**src/rtl/uart_pkg.sv**
```systemverilog
// Shared UART definitions: scheduler state encoding, byte width and a width helper
// used by uart_tx_sched, frame_gen and uart_tx.
package uart_pkg;

  localparam int UART_DATA_W = 8;

  localparam logic [2:0] ST_IDLE      = 3'd0;
  localparam logic [2:0] ST_START     = 3'd1;
  localparam logic [2:0] ST_WAIT_BUSY = 3'd2;
  localparam logic [2:0] ST_WAIT_DONE = 3'd3;
  localparam logic [2:0] ST_GAP       = 3'd4;

  typedef enum logic [2:0] {
    S_IDLE      = ST_IDLE,
    S_START     = ST_START,
    S_WAIT_BUSY = ST_WAIT_BUSY,
    S_WAIT_DONE = ST_WAIT_DONE,
    S_GAP       = ST_GAP
  } sched_state_e;

  // Index/counter width that never collapses to zero bits.
  function automatic int idx_w(input int n);
    return (n > 1) ? $clog2(n) : 1;
  endfunction

endpackage

```
**src/rtl/uart_tx_sched_rr_arbiter.sv**
```systemverilog
// Combinational round-robin arbiter: the first set request at or after ptr wins,
// wrapping modulo N (N need not be a power of two).
module rr_arbiter
  import uart_pkg::*;
#(
  parameter int N = 4,
  localparam int IW = idx_w(N)
) (
  input  logic [N-1:0]  req,
  input  logic [IW-1:0] ptr,
  output logic          gnt_valid,
  output logic [IW-1:0] gnt_idx
);

  // ptr < N and offset < N, so one conditional subtract replaces a modulo.
  function automatic int wrap(input int s);
    return (s >= N) ? s - N : s;
  endfunction

  always_comb begin
    gnt_valid = 1'b0;
    gnt_idx   = '0;
    // Scan from the farthest offset down so the closest request to ptr is kept last.
    for (int i = N - 1; i >= 0; i--) begin
      if (req[wrap(int'(ptr) + i)]) begin
        gnt_valid = 1'b1;
        gnt_idx   = IW'(wrap(int'(ptr) + i));
      end
    end
  end

endmodule

```
**src/rtl/uart_tx_sched.sv**
```systemverilog
// Round-robin scheduler sharing one uart_tx among NUM_REQ byte producers, with an
// optional idle gap of GAP_TICKS baud ticks after each frame.
module uart_tx_sched
  import uart_pkg::*;
#(
  parameter int NUM_REQ   = 4,
  parameter int GAP_TICKS = 0
) (
  input  logic                           clk,
  input  logic                           rst_n,
  input  logic                           baud_tick,
  input  logic [NUM_REQ-1:0]             req_valid,
  input  logic [UART_DATA_W*NUM_REQ-1:0] req_data,
  output logic [NUM_REQ-1:0]             req_ready,
  output logic                           tx_start,
  output logic [UART_DATA_W-1:0]         tx_data,
  input  logic                           tx_busy,
  output logic [$clog2(NUM_REQ)-1:0]     grant_id,
  output logic                           sched_busy
);

  localparam int ID_W  = $clog2(NUM_REQ);
  localparam int GAP_W = idx_w(GAP_TICKS + 1);
  localparam logic [ID_W-1:0]  LAST_ID  = ID_W'(NUM_REQ - 1);
  localparam logic [GAP_W-1:0] GAP_LAST = GAP_W'((GAP_TICKS > 0) ? GAP_TICKS - 1 : 0);

  sched_state_e            state_q, state_d;
  logic [ID_W-1:0]         ptr_q, ptr_d;
  logic [GAP_W-1:0]        gap_q, gap_d;
  logic                    tx_start_q, tx_start_d;
  logic [UART_DATA_W-1:0]  tx_data_q, tx_data_d;
  logic [NUM_REQ-1:0]      req_ready_q, req_ready_d;
  logic [ID_W-1:0]         grant_q, grant_d;
  logic                    busy_q, busy_d;

  logic                    gnt_valid;
  logic [ID_W-1:0]         gnt_idx;
  logic [UART_DATA_W-1:0]  win_byte;

  rr_arbiter #(.N(NUM_REQ)) u_arb (
    .req       (req_valid),
    .ptr       (ptr_q),
    .gnt_valid (gnt_valid),
    .gnt_idx   (gnt_idx)
  );

  always_comb begin
    win_byte = '0;
    for (int i = 0; i < NUM_REQ; i++) begin
      if (gnt_idx == ID_W'(i)) win_byte = req_data[i*UART_DATA_W +: UART_DATA_W];
    end
  end

  always_comb begin
    state_d     = state_q;
    ptr_d       = ptr_q;
    gap_d       = gap_q;
    tx_start_d  = 1'b0;
    tx_data_d   = tx_data_q;
    req_ready_d = '0;
    grant_d     = grant_q;

    unique case (state_q)
      S_IDLE: begin
        // A busy transmitter in IDLE is a protocol error; never start over it.
        if (gnt_valid && !tx_busy) begin
          tx_data_d            = win_byte;
          grant_d              = gnt_idx;
          ptr_d                = (gnt_idx == LAST_ID) ? '0 : gnt_idx + 1'b1;
          tx_start_d           = 1'b1;
          req_ready_d[gnt_idx] = 1'b1;
          state_d              = S_START;
        end
      end
      S_START: state_d = S_WAIT_BUSY;
      S_WAIT_BUSY: begin
        if (tx_busy) state_d = S_WAIT_DONE;
      end
      S_WAIT_DONE: begin
        if (!tx_busy) begin
          if (GAP_TICKS == 0) begin
            state_d = S_IDLE;
          end else begin
            gap_d   = '0;
            state_d = S_GAP;
          end
        end
      end
      S_GAP: begin
        if (baud_tick) begin
          if (gap_q == GAP_LAST) state_d = S_IDLE;
          else                   gap_d   = gap_q + 1'b1;
        end
      end
      default: state_d = S_IDLE;
    endcase

    busy_d = (state_d != S_IDLE);
  end

  always_ff @(posedge clk) begin
    if (!rst_n) begin
      state_q     <= S_IDLE;
      ptr_q       <= '0;
      gap_q       <= '0;
      tx_start_q  <= 1'b0;
      tx_data_q   <= '0;
      req_ready_q <= '0;
      grant_q     <= '0;
      busy_q      <= 1'b0;
    end else begin
      state_q     <= state_d;
      ptr_q       <= ptr_d;
      gap_q       <= gap_d;
      tx_start_q  <= tx_start_d;
      tx_data_q   <= tx_data_d;
      req_ready_q <= req_ready_d;
      grant_q     <= grant_d;
      busy_q      <= busy_d;
    end
  end

  assign tx_start   = tx_start_q;
  assign tx_data    = tx_data_q;
  assign req_ready  = req_ready_q;
  assign grant_id   = grant_q;
  assign sched_busy = busy_q;

endmodule
```
**config.mk**
```make
export PLATFORM = sky130hd
export DESIGN_NAME = uart_tx_sched
export DESIGN_NICKNAME = d
export VERILOG_FILES = /design/src/rtl/uart_pkg.sv /design/src/rtl/uart_tx_sched_rr_arbiter.sv /design/src/rtl/uart_tx_sched.sv
export SDC_FILE = /design/constraint.sdc
export NUM_CORES = 1
export LEC_CHECK = 0
export ABC_AREA = 1
export BUFFER_PORTS_ARGS = -buffer_cell sky130_fd_sc_hd__buf_2
export CAP_MARGIN = 20
export CORE_MARGIN = 4
export CORE_UTILIZATION = 42
export DETAILED_ROUTE_END_ITERATION = 16
export PLACE_DENSITY = 0.81
export SYNTH_ARGS = -nofsm -noshare
export SYNTH_HDL_FRONTEND = slang
export SYNTH_SLANG_ARGS = --single-unit
```
**constraint.sdc**
```tcl
create_clock -name clk -period 2.4 [get_ports clk]
set_clock_uncertainty 0.2 [all_clocks]
set_input_delay 0.48 -clock clk [delete_from_list [all_inputs] [get_ports clk]]
set_output_delay 0.48 -clock clk [all_outputs]
set_load 0.02 [all_outputs]
```
### Word-level counts from Yosys, hierarchy flattened

Index checks and enable logic that the tools add are counted.

* flip-flop bits (word level): 22
* input bits: 40
* output and inout bits: 16
* word-level logic and storage cells: 83

* $add $sub $neg: 9
* order comparisons: 10
* equal/unequal tests: 7
* multiplexer cells: 39
* reductions and logical operators: 10

Operator list (count)
* $lt 32x4->1 const B: 4
* $mux 32: 4
* $ge 32x4->1 const B: 2
* $sub 32x4->32 const B: 2
* $mux 8: 4
* $mux 1: 15
* $mux 3: 5
* $pmux 3 s5: 1
* $mux 2: 5
* $bmux 1 s2: 4
* $add 2x2->3 const B: 2
* $eq 3x2->1 const B: 2
* $reduce_and 2->1: 3
* $eq 2x2->1 const B: 2
* $sub 2x3->4 const B: 1
* $sub 3x3->4 const B: 1
* $add 2x1->3 const B: 1
* $eq 3x1->1 const B: 1
* $eq 3x3->1 const B: 1
* $ge 2x3->1 const B: 1
* $ge 3x3->1 const B: 1
* $logic_not 3->1: 1
* $lt 2x3->1 const B: 1
* $reduce_and 3->1: 1
* 9 further kinds: 10

### Depth between registers and ports, before layout

Gate-level depths: netlist of run 1.

* depth after elaboration: 15
* mapped depth: 19
* gate-level depth less buffers: 19

### Modules after synthesis

A second synthesis of run 1 with hierarchy kept.

* cell total of the unflattened synthesis: 208
* area, all modules: 1327.5 um2

Modules (own cells, without submodules)
* uart_tx_sched: times used 1, cells each 162, area each 1114.8 um2, seq. area each 420.4 um2
* rr_arbiter: times used 1, cells each 46, area each 212.7 um2, seq. area each 0.0 um2

### Least setup slack after synthesis of run 1

Ideal clock, no wire load.

* path kind: in2reg
* start point: in req_valid[3]
* end point: reg tx_data_q[0], in the netlist tx_data[0]
* library setup time: 0.065 ns
* data arrival time: 2.105 ns
* required time: 2.135 ns
* path slack: 0.031 ns
* cell stages on the path: 18
* path buffers: 1
* cell sequence: inv_1 > o21ai_2 > nand2_1 > nand2_1 > nor2_2 > o21ai_0 > nand2_1 > nand2_1 > inv_1 > ha_1 > buf_2 > nor2_2 > nand2_1 > nand2_1 > o21ai_0 > o21ai_0 > o21ai_0 > nor2_1

* cells in the longest elaborated chain, start to end: 12
* elaborated cells on any way between the ends: 30
* classes of those cells: eq/ne: 3; mux: 24; reduce/logical: 3

RTL lines
* start: declaration: line uart_tx_sched.sv:12 `input logic [NUM_REQ-1:0] req_valid,`
* $bmux 1 s2: line uart_tx_sched_rr_arbiter.sv:25 `if (req[wrap(int'(ptr) + i)]) begin`
* $mux 1 (implied by the code) (2 in a row): line uart_tx_sched_rr_arbiter.sv:25
* $mux 2 (3 in a row): line uart_tx_sched_rr_arbiter.sv:25
* $mux 2 (*): line uart_tx_sched_rr_arbiter.sv:25
* net gnt_idx[1]: line uart_tx_sched.sv:37 `logic [ID_W-1:0] gnt_idx;`
* $logic_not 2->1: line uart_tx_sched.sv:50 `if (gnt_idx == ID_W'(i)) win_byte = req_data[i*UART_DATA_W +: UART_DATA_W];`
* $mux 8 (3 in a row): line uart_tx_sched.sv:50
* $mux 8 (*): line uart_tx_sched.sv:50
* end signal: assignment: line uart_tx_sched.sv:116 `tx_data_q <= tx_data_d;`
* end: declaration: line uart_tx_sched.sv:31 `logic [UART_DATA_W-1:0] tx_data_q, tx_data_d;`

The timed path passes the listed nets; every way through them passes the cells marked *. The select of a mux whose other input is x is not followed.
A chain may end at the register's enable or synchronous reset.

### Worst setup path after layout of run 1

* start point: reg ptr_q[0]
* end point: reg tx_data_q[7], in the netlist tx_data[7]

* cells in the longest elaborated chain, start to end: 15
* elaborated cells on any way between the ends: 45
* classes of those cells: add/sub: 7; order compare: 4; eq/ne: 3; mux: 28; reduce/logical: 3

RTL lines
* start: declaration: line uart_tx_sched.sv:28 `logic [ID_W-1:0] ptr_q, ptr_d;`
* start signal: assignment: line uart_tx_sched.sv:113 `ptr_q <= ptr_d;`
* parallel branches: the longest is 9 deep, another holds $sub 32x4->32
* $mux 2 (*): line uart_tx_sched_rr_arbiter.sv:25
* net gnt_idx[1]: line uart_tx_sched.sv:37
* $logic_not 2->1: line uart_tx_sched.sv:50
* $mux 8 (3 in a row): line uart_tx_sched.sv:50
* $mux 8 (*): line uart_tx_sched.sv:50

Mark *: on every way through the listed nets, which the timed path passes. The select of a mux whose other input is x is not followed.

==> metrics.json, run 1 <==
{
  "cap_viol_max_count": 0,
  "critPathKind": "flop to flop",
  "synth_compound_area_frac": 0.159,
  "timing.hold.worst.class": "primary input to flop",
  "yosys.area.top_type_share": 0.337,
  "timing_max_transition_violations_final": 0,
  "finalSetupViolations": 2,
  "setup.reg_to_reg.worst_slack_ns": -0.02,
  "crit_slowest_cell": "sky130_fd_sc_hd__dfxtp_4",
  "ant_nets": 0,
  "placedCellCount": 286,
  "fin_tns_setup_ns": -0.0251,
  "crit_path_cell_trace": "buf_6 -> nand2_2 -> nand2_2 -> nand2_4 -> nand2_2 -> nor2_2 -> o21ai_1 -> nand2_1 -> nand2_2 -> buf_6 -> ha_4 -> buf_6 -> a21oi_1 -> nand2_1 -> o21ai_1 -> o21ai_0 -> o21ai_1 -> nor2_1",
  "power_density_mw_per_mm2": 1110,
  "worstRegToRegCells": 18,
  "floorplan.die_area_mm2": 0.00390,
  "grt_antenna_before_repair": 0,
  "crit-reg2reg-capture": "tx_data[7]",
  "die_extent_in_x_um": 62.5,
  "htreeDepth": 1,
  "synth.cells.most_frequent": "sky130_fd_sc_hd__nand2_1 (59), sky130_fd_sc_hd__nor2_1 (28), sky130_fd_sc_hd__o21ai_0 (26), sky130_fd_sc_hd__dfxtp_1 (21), sky130_fd_sc_hd__inv_1 (19)",
  "muxShareOfSynthArea": 0,
  "synthDistinctLibCells": 22,
  "avg_vias_per_cell": 4.91,
  "rsz0062_at_grt": "true",
  "nets": 315,
  "synth_sequential_area_ratio": 0.337,
  "post_drt_wl_per_cell_um": 12.3,
  "sum_of_net_half_perimeters_after_detailed_placement_um": 2470,
  "detail_route.iter0.violations": 30,
  "required_time_at_the_endpoint_of_the_critical_path_ns": 2.43,
  "buffer_ports.inserted": 55,
  "cts_inserted_buffers": 3,
  "post_synth_and_or_nand_nor_area_fraction": 0.356,
  "maxSlewHeadroom": 0.805,
  "grt_first_pass_wirelength_um": 5110,
  "cp_slowest_stage_delay_ns": 0.38,
  "synth_nets": 243,
  "hold_depth": 3,
  "worst_r2r_startpoint": "ptr_q[0]",
  "drive_gt1_frac": 0.444,
  "outcome": "complete, but fails checks",
  "coreArea_mm2": 0.00281,
  "critical_path_arrival_ns": 2.45,
  "cts_hold_repair_buffers": 0,
  "path_clk_slew_ns": 0.12,
  "clock_sinks": 21,
  "period_share": 1.01,
  "drc": 0,
  "synth_cell_area_mm2": 0.00125,
  "hold-path-endpoint": "state_q[2]",
  "max_clock_freq_ghz": 0.413,
  "synth-warning-count": 0,
  "n_antenna_cell": 0,
  "layout-area-overhead-vs-synth_pct": 46.9,
  "p_leak_nw": 0.960,
  "ys_async_sr_fraction": 0,
  "cp_common_cell": "sky130_fd_sc_hd__nand2_2",
  "synth_top_family_by_area": "simple AND/OR/NAND/NOR gates",
  "syn-instance-count": 199,
  "syn_area_per_cell_um2": 6.26,
  "fp.dieH_um": 62.5,
  "detail_route.wirelength_um": 3690,
  "finalCriticalPeriod_ns": 2.42,
  "cts_tree": "yes",
  "start_util": 0.444,
  "boundaryPins": 56,
  "maximum_number_of_pins_on_one_net_before_global_route_repair": 18,
  "number_of_global_route_vias_before_repair": 1269,
  "synth_top_area_cell": "sky130_fd_sc_hd__dfxtp_1",
  "yosys.area_share.xor_xnor": 0,
  "synth-main-ff-cell": "sky130_fd_sc_hd__dfxtp_1",
  "crit_fanout": 6,
  "timing.final.ws_setup_ns": -0.0216,
  "cp-start-kind": "flop",
  "fin_cells": 301,
  "failed_checks": "negative setup slack",
  "dr_total_vias": 1478,
  "synth-edff-count": 0,
  "synth_fa_ha_area_frac": 0.0402,
  "clk-insertion-delay-late_ns": 0.32,
  "cts.path.max_buffers": 2,
  "gr-usage-all-layers": 0.160,
  "cp-end-kind": "flop",
  "power.ir.vdd_worst_v": 0.000573,
  "timing_hold_violations_final": 0,
  "detail_route.first_pass.iterations": 4,
  "yosys_register_bits": 21,
  "grt-ovfl-total": 0,
  "gp_congestion": 0.880,
  "clockRootBuffer": "sky130_fd_sc_hd__clkbuf_4",
  "post-synth-top-count-cell": "sky130_fd_sc_hd__nand2_1",
  "num_rows": 19,
  "synthTopCellsByArea": "sky130_fd_sc_hd__dfxtp_1 (34%), sky130_fd_sc_hd__nand2_1 (18%), sky130_fd_sc_hd__o21ai_0 (10%)",
  "hp-start": "baud_tick",
  "timing_worst_slew_pin_value_ns": 0.293
}
## area by class of cell
class	instances	area, µm²
repair buffers	74	437
clock buffers	3	22.5
fillers	253	975
inverters	21	87.6
repair inverters	1	7.51
multi-input cells	149	805
clock inverters	1	5.00
well taps	31	38.8
flip-flops and latches	21	428
## worst max-delay path by stage
stage	start	endpoint	depth (start not counted)
2_1_floorplan	req_valid[3]	tx_data[0]	18
3_3_place_gp	req_valid[3]	tx_data[7]	19
3_5_place_dp	req_valid[3]	tx_data[2]	16
4_1_cts	ptr_q[0]	tx_data[2]	19
5_1_grt	ptr_q[0]	tx_data[7]	17
6_report	ptr_q[0]	tx_data[7]	18
## critical path: cells and delay by family, from the launching register on
family | cells | cell delay, ns
flip-flops | 1 | 0.38
AND/OR/NAND/NOR | 9 | 0.69
buffers and inverters | 3 | 0.40
adder cells (fa/ha/maj) | 1 | 0.18
AO/OA/AOI/OAI | 5 | 0.48
## power breakdown
part | total, mW | switching [mW] | leakage, nW | internal (mW)
Sequential | 0.468 | 0.0426 | 0.174 | 0.425
Combinational | 1.39 | 0.785 | 0.768 | 0.602
Clock | 0.178 | 0.116 | 0.0177 | 0.0625
Total | 2.03 | 0.943 | 0.960 | 1.09
## metrics by stage
step | instance area (µm²) | hold WS (ns) | util | total power [mW] | setup slack, ns
detailed placement | 1570 | 0.271 | 0.561 | 1.45 | -0.312
finish | 1830 | 0.215 | 0.653 | 2.03 | -0.0216
global placement | 1570 | 0.267 | 0.561 | 1.44 | -0.172
global route | 1830 | 0.230 | 0.653 | 2.21 | -0.185
floorplan | 1250 | 0.290 | - | 1.18 | 0.0307
CTS | 1630 | 0.210 | 0.580 | 1.70 | 0.00481
## metal layers
metal | vias up | routed length [µm] | GRT usage
met1 | 628 | 1560 | 0.186
met2 | 64 | 1740 | 0.270
met4 | 0 | 119 | 0.0882
met3 | 13 | 271 | 0.0342
met5 | - | 0 | 0
li1 | 773 | - | -
## logic make-up after synthesis
| logic type | after synthesis |
|---|---|
| DFF | 21 |
| and+or+nand+nor | 107 |
| AOI/OAI and AO/OA | 38 |
| adders and majority gates | 4 |
| buffers and inverters | 29 |
## layout by cell type, fill, tap and decap left out
cell type	Yosys	layout
sky130_fd_sc_hd__buf_2	2	55
sky130_fd_sc_hd__nand2_1	59	47
sky130_fd_sc_hd__nor2_1	28	28
sky130_fd_sc_hd__o21ai_1	1	21
sky130_fd_sc_hd__dfxtp_1	21	19
sky130_fd_sc_hd__nand2_2	4	15
sky130_fd_sc_hd__inv_1	19	14
sky130_fd_sc_hd__buf_4	0	14
sky130_fd_sc_hd__o21ai_0	26	6
sky130_fd_sc_hd__nand3_1	7	5
sky130_fd_sc_hd__a21oi_2	1	5
sky130_fd_sc_hd__a21oi_1	9	5
sky130_fd_sc_hd__buf_6	3	5
sky130_fd_sc_hd__inv_2	2	4
sky130_fd_sc_hd__ha_4	0	3
sky130_fd_sc_hd__clkbuf_4	0	3
sky130_fd_sc_hd__inv_4	0	2
sky130_fd_sc_hd__nand3_2	0	2
sky130_fd_sc_hd__nor2_2	3	2
sky130_fd_sc_hd__clkinvlp_4	0	2
sky130_fd_sc_hd__nand3b_1	2	2
sky130_fd_sc_hd__dfxtp_4	0	2
sky130_fd_sc_hd__o21ai_4	0	1
sky130_fd_sc_hd__nand2_4	0	1
sky130_fd_sc_hd__or2_2	1	1
sky130_fd_sc_hd__nor3_1	1	1
sky130_fd_sc_hd__nand4_1	1	1
sky130_fd_sc_hd__nor2_4	0	1
sky130_fd_sc_hd__or3_1	1	1
sky130_fd_sc_hd__ha_2	0	1
sky130_fd_sc_hd__clkinv_2	0	1
## flip-flops by register name, indices dropped and copies added (netlist names)
register / flops
grant_id: 2
ptr_q: 2
req_ready: 4
sched_busy: 1
state_q: 3
tx_data: 8
tx_start: 1
## timing repair
| action | CTS | global route |
|---|---|---|
| setup endpoints to repair | 8 | 9 |
| buffers inserted | 0 | 10 |
| cloned | 0 | 1 |
| pin swaps | 1 | 26 |
| gates resized for setup | 16 | 52 |
(Power assumes the default switching activity.)
==> run 2, diff against run 1 <==
SETUP_SLACK_MARGIN = 0.02   (was not set)
==> run 2 against run 1 <==
  * The run still ends with negative setup slack left
  * Sequential share of layout area down 0.080 points
  * Sequential cell count unchanged
  * Clock-buffer cell count unchanged
  * Routed wire length up 1.2%
  * Register-to-register slack worse by 0.03 ns
  * First-iteration DRC count up 50%
==> metrics.json, run 2 (synthesis results as in run 1) <==
{
  "power_density_mw_per_mm2": 1130,
  "critical_path_arrival_ns": 2.49,
  "required_time_at_the_endpoint_of_the_critical_path_ns": 2.44,
  "largest_reg_flops": 8,
  "post_drt_wl_per_cell_um": 12.5,
  "sum_of_net_half_perimeters_after_detailed_placement_um": 2470,
  "number_of_global_route_vias_before_repair": 1270,
  "gp_congestion": 0.880,
  "dr_total_vias": 1484,
  "cts_inserted_buffers": 3,
  "finalCriticalPeriod_ns": 2.45,
  "cts.path.max_buffers": 2,
  "timing_max_transition_violations_final": 0,
  "timing.hold.worst.class": "primary input to flop",
  "cts_tree": "yes",
  "fp.dieH_um": 62.5,
  "path_clk_slew_ns": 0.12,
  "period_share": 1.02,
  "timing_worst_slew_pin_value_ns": 0.304,
  "detail_route.wirelength.met1_um": 1570,
  "rsz0062_at_grt": "true",
  "drc": 0,
  "cp-end-kind": "flop",
  "layout_common_cells": "sky130_fd_sc_hd__buf_2 (55), sky130_fd_sc_hd__nand2_1 (47), sky130_fd_sc_hd__nor2_1 (28)",
  "nets": 313,
  "timing.final.ws_setup_ns": -0.0527,
  "detail_route.wirelength_um": 3740,
  "ant_nets": 0,
  "failed_checks": "negative setup slack",
  "crit_fanout": 7,
  "pre_cts_slack_ns": -0.312,
  "clockRootBuffer": "sky130_fd_sc_hd__clkbuf_4",
  "htreeDepth": 1,
  "drive_gt1_frac": 0.444,
  "p_leak_nw": 0.965,
  "num_rows": 19,
  "power.ir.vdd_worst_v": 0.000622,
  "cap_viol_max_count": 0,
  "start_util": 0.444,
  "top_layer_used": "met4",
  "cts_hold_repair_buffers": 0,
  "route.met3.wl_um": 293,
  "dr_wl_met2_um": 1760,
  "critPathKind": "flop to flop",
  "maxSlewHeadroom": 0.797,
  "finalSetupViolations": 7,
  "grt_first_pass_wirelength_um": 5180,
  "buffer_ports.inserted": 55,
  "timing_hold_violations_final": 0,
  "detail_route.iter0.violations": 45,
  "grt-ovfl-total": 0,
  "hold_ws_ns": 0.201,
  "boundaryPins": 56,
  "floorplan.die_area_mm2": 0.00390,
  "detail_route.first_pass.iterations": 4,
  "outcome": "complete, but fails checks",
  "avg_vias_per_cell": 4.96,
  "layout-area-overhead-vs-synth_pct": 47.4,
  "gr-usage-all-layers": 0.163,
  "cp-start-kind": "flop",
  "max_clock_freq_ghz": 0.408,
  "maximum_number_of_pins_on_one_net_before_global_route_repair": 18,
  "coreArea_mm2": 0.00281,
  "grt_antenna_before_repair": 0,
  "die_extent_in_x_um": 62.5,
  "clock_sinks": 21,
  "clk-insertion-delay-late_ns": 0.33,
  "layout_commonest_cell": "sky130_fd_sc_hd__buf_2",
  "n_antenna_cell": 0
}
[run 2: worst max-delay path, stage by stage (launching register included)]
cell,delay (ns)
sky130_fd_sc_hd__dfxtp_4,0.38
sky130_fd_sc_hd__buf_6,0.13
sky130_fd_sc_hd__nand2_2,0.07
sky130_fd_sc_hd__nand2_2,0.06
sky130_fd_sc_hd__nand2_2,0.09
sky130_fd_sc_hd__nand2_2,0.06
sky130_fd_sc_hd__nor2_2,0.13
sky130_fd_sc_hd__o21ai_1,0.10
sky130_fd_sc_hd__nand2_1,0.10
sky130_fd_sc_hd__nand2_2,0.08
sky130_fd_sc_hd__buf_6,0.13
sky130_fd_sc_hd__ha_4,0.18
sky130_fd_sc_hd__buf_4,0.15
sky130_fd_sc_hd__a21oi_2,0.09
sky130_fd_sc_hd__nand2_1,0.05
sky130_fd_sc_hd__o21ai_0,0.09
sky130_fd_sc_hd__o21ai_1,0.09
sky130_fd_sc_hd__o21ai_1,0.13
sky130_fd_sc_hd__nor2_1,0.05
[run 2: timing repair]
| action | 4_1_cts | 5_1_grt |
|---|---|---|
| setup endpoints to repair | 8 | 9 |
| setup buffers | 0 | 9 |
| gates resized for setup | 18 | 55 |
| gates cloned | 0 | 0 |
| pin swaps | 1 | 34 |
[run 2: per-stage QoR]
step                      utilization  setup TNS (ns)  area [µm²]  total power, mW  instances
after floorplan                     -               0        1250             1.18        199
after global placement          0.561           -1.19        1570             1.44        286
after detailed placement        0.561           -1.94        1570             1.45        286
after CTS                       0.581               0        1630             1.70        290
after global routing            0.655           -1.62        1840             2.25        299
final                           0.655          -0.195        1840             2.08        299
[run 2: layout make-up]
cell class / count / area (µm²)
Multi-Input combinational cell: 149 / 822
Clock buffer: 3 / 22.5
Clock inverter: 1 / 5.00
Inverter: 21 / 87.6
Fill cell: 245 / 968
Sequential cell: 21 / 428
Tap cell: 31 / 38.8
Timing Repair Buffer: 73 / 433
[run 2: path summary, 6_finish.rpt]
path	depth (start not counted)	start	slack (ns)	end
worst min-delay path	3	baud_tick	0.20	state_q[2]
worst max register to register	18	ptr_q[0]	-0.05	tx_data[2]
worst min register to register	2	tx_data[1]	0.29	tx_data[1]
worst max-delay path	18	ptr_q[0]	-0.05	tx_data[2]
[run 2: metal layers]
| metal | track usage | vias to the layer above |
|---|---|---|
| met3 | 0.0450 | 14 |
| li1 | - | 766 |
| met2 | 0.272 | 66 |
| met1 | 0.188 | 638 |
| met4 | 0.0882 | 0 |
| met5 | 0 | - |
[run 2: power breakdown]
group | switching (mW) | internal (mW) | total [mW]
registers | 0.0402 | 0.425 | 0.465
logic | 0.808 | 0.620 | 1.43
clock network | 0.120 | 0.0628 | 0.183
total | 0.968 | 1.11 | 2.08
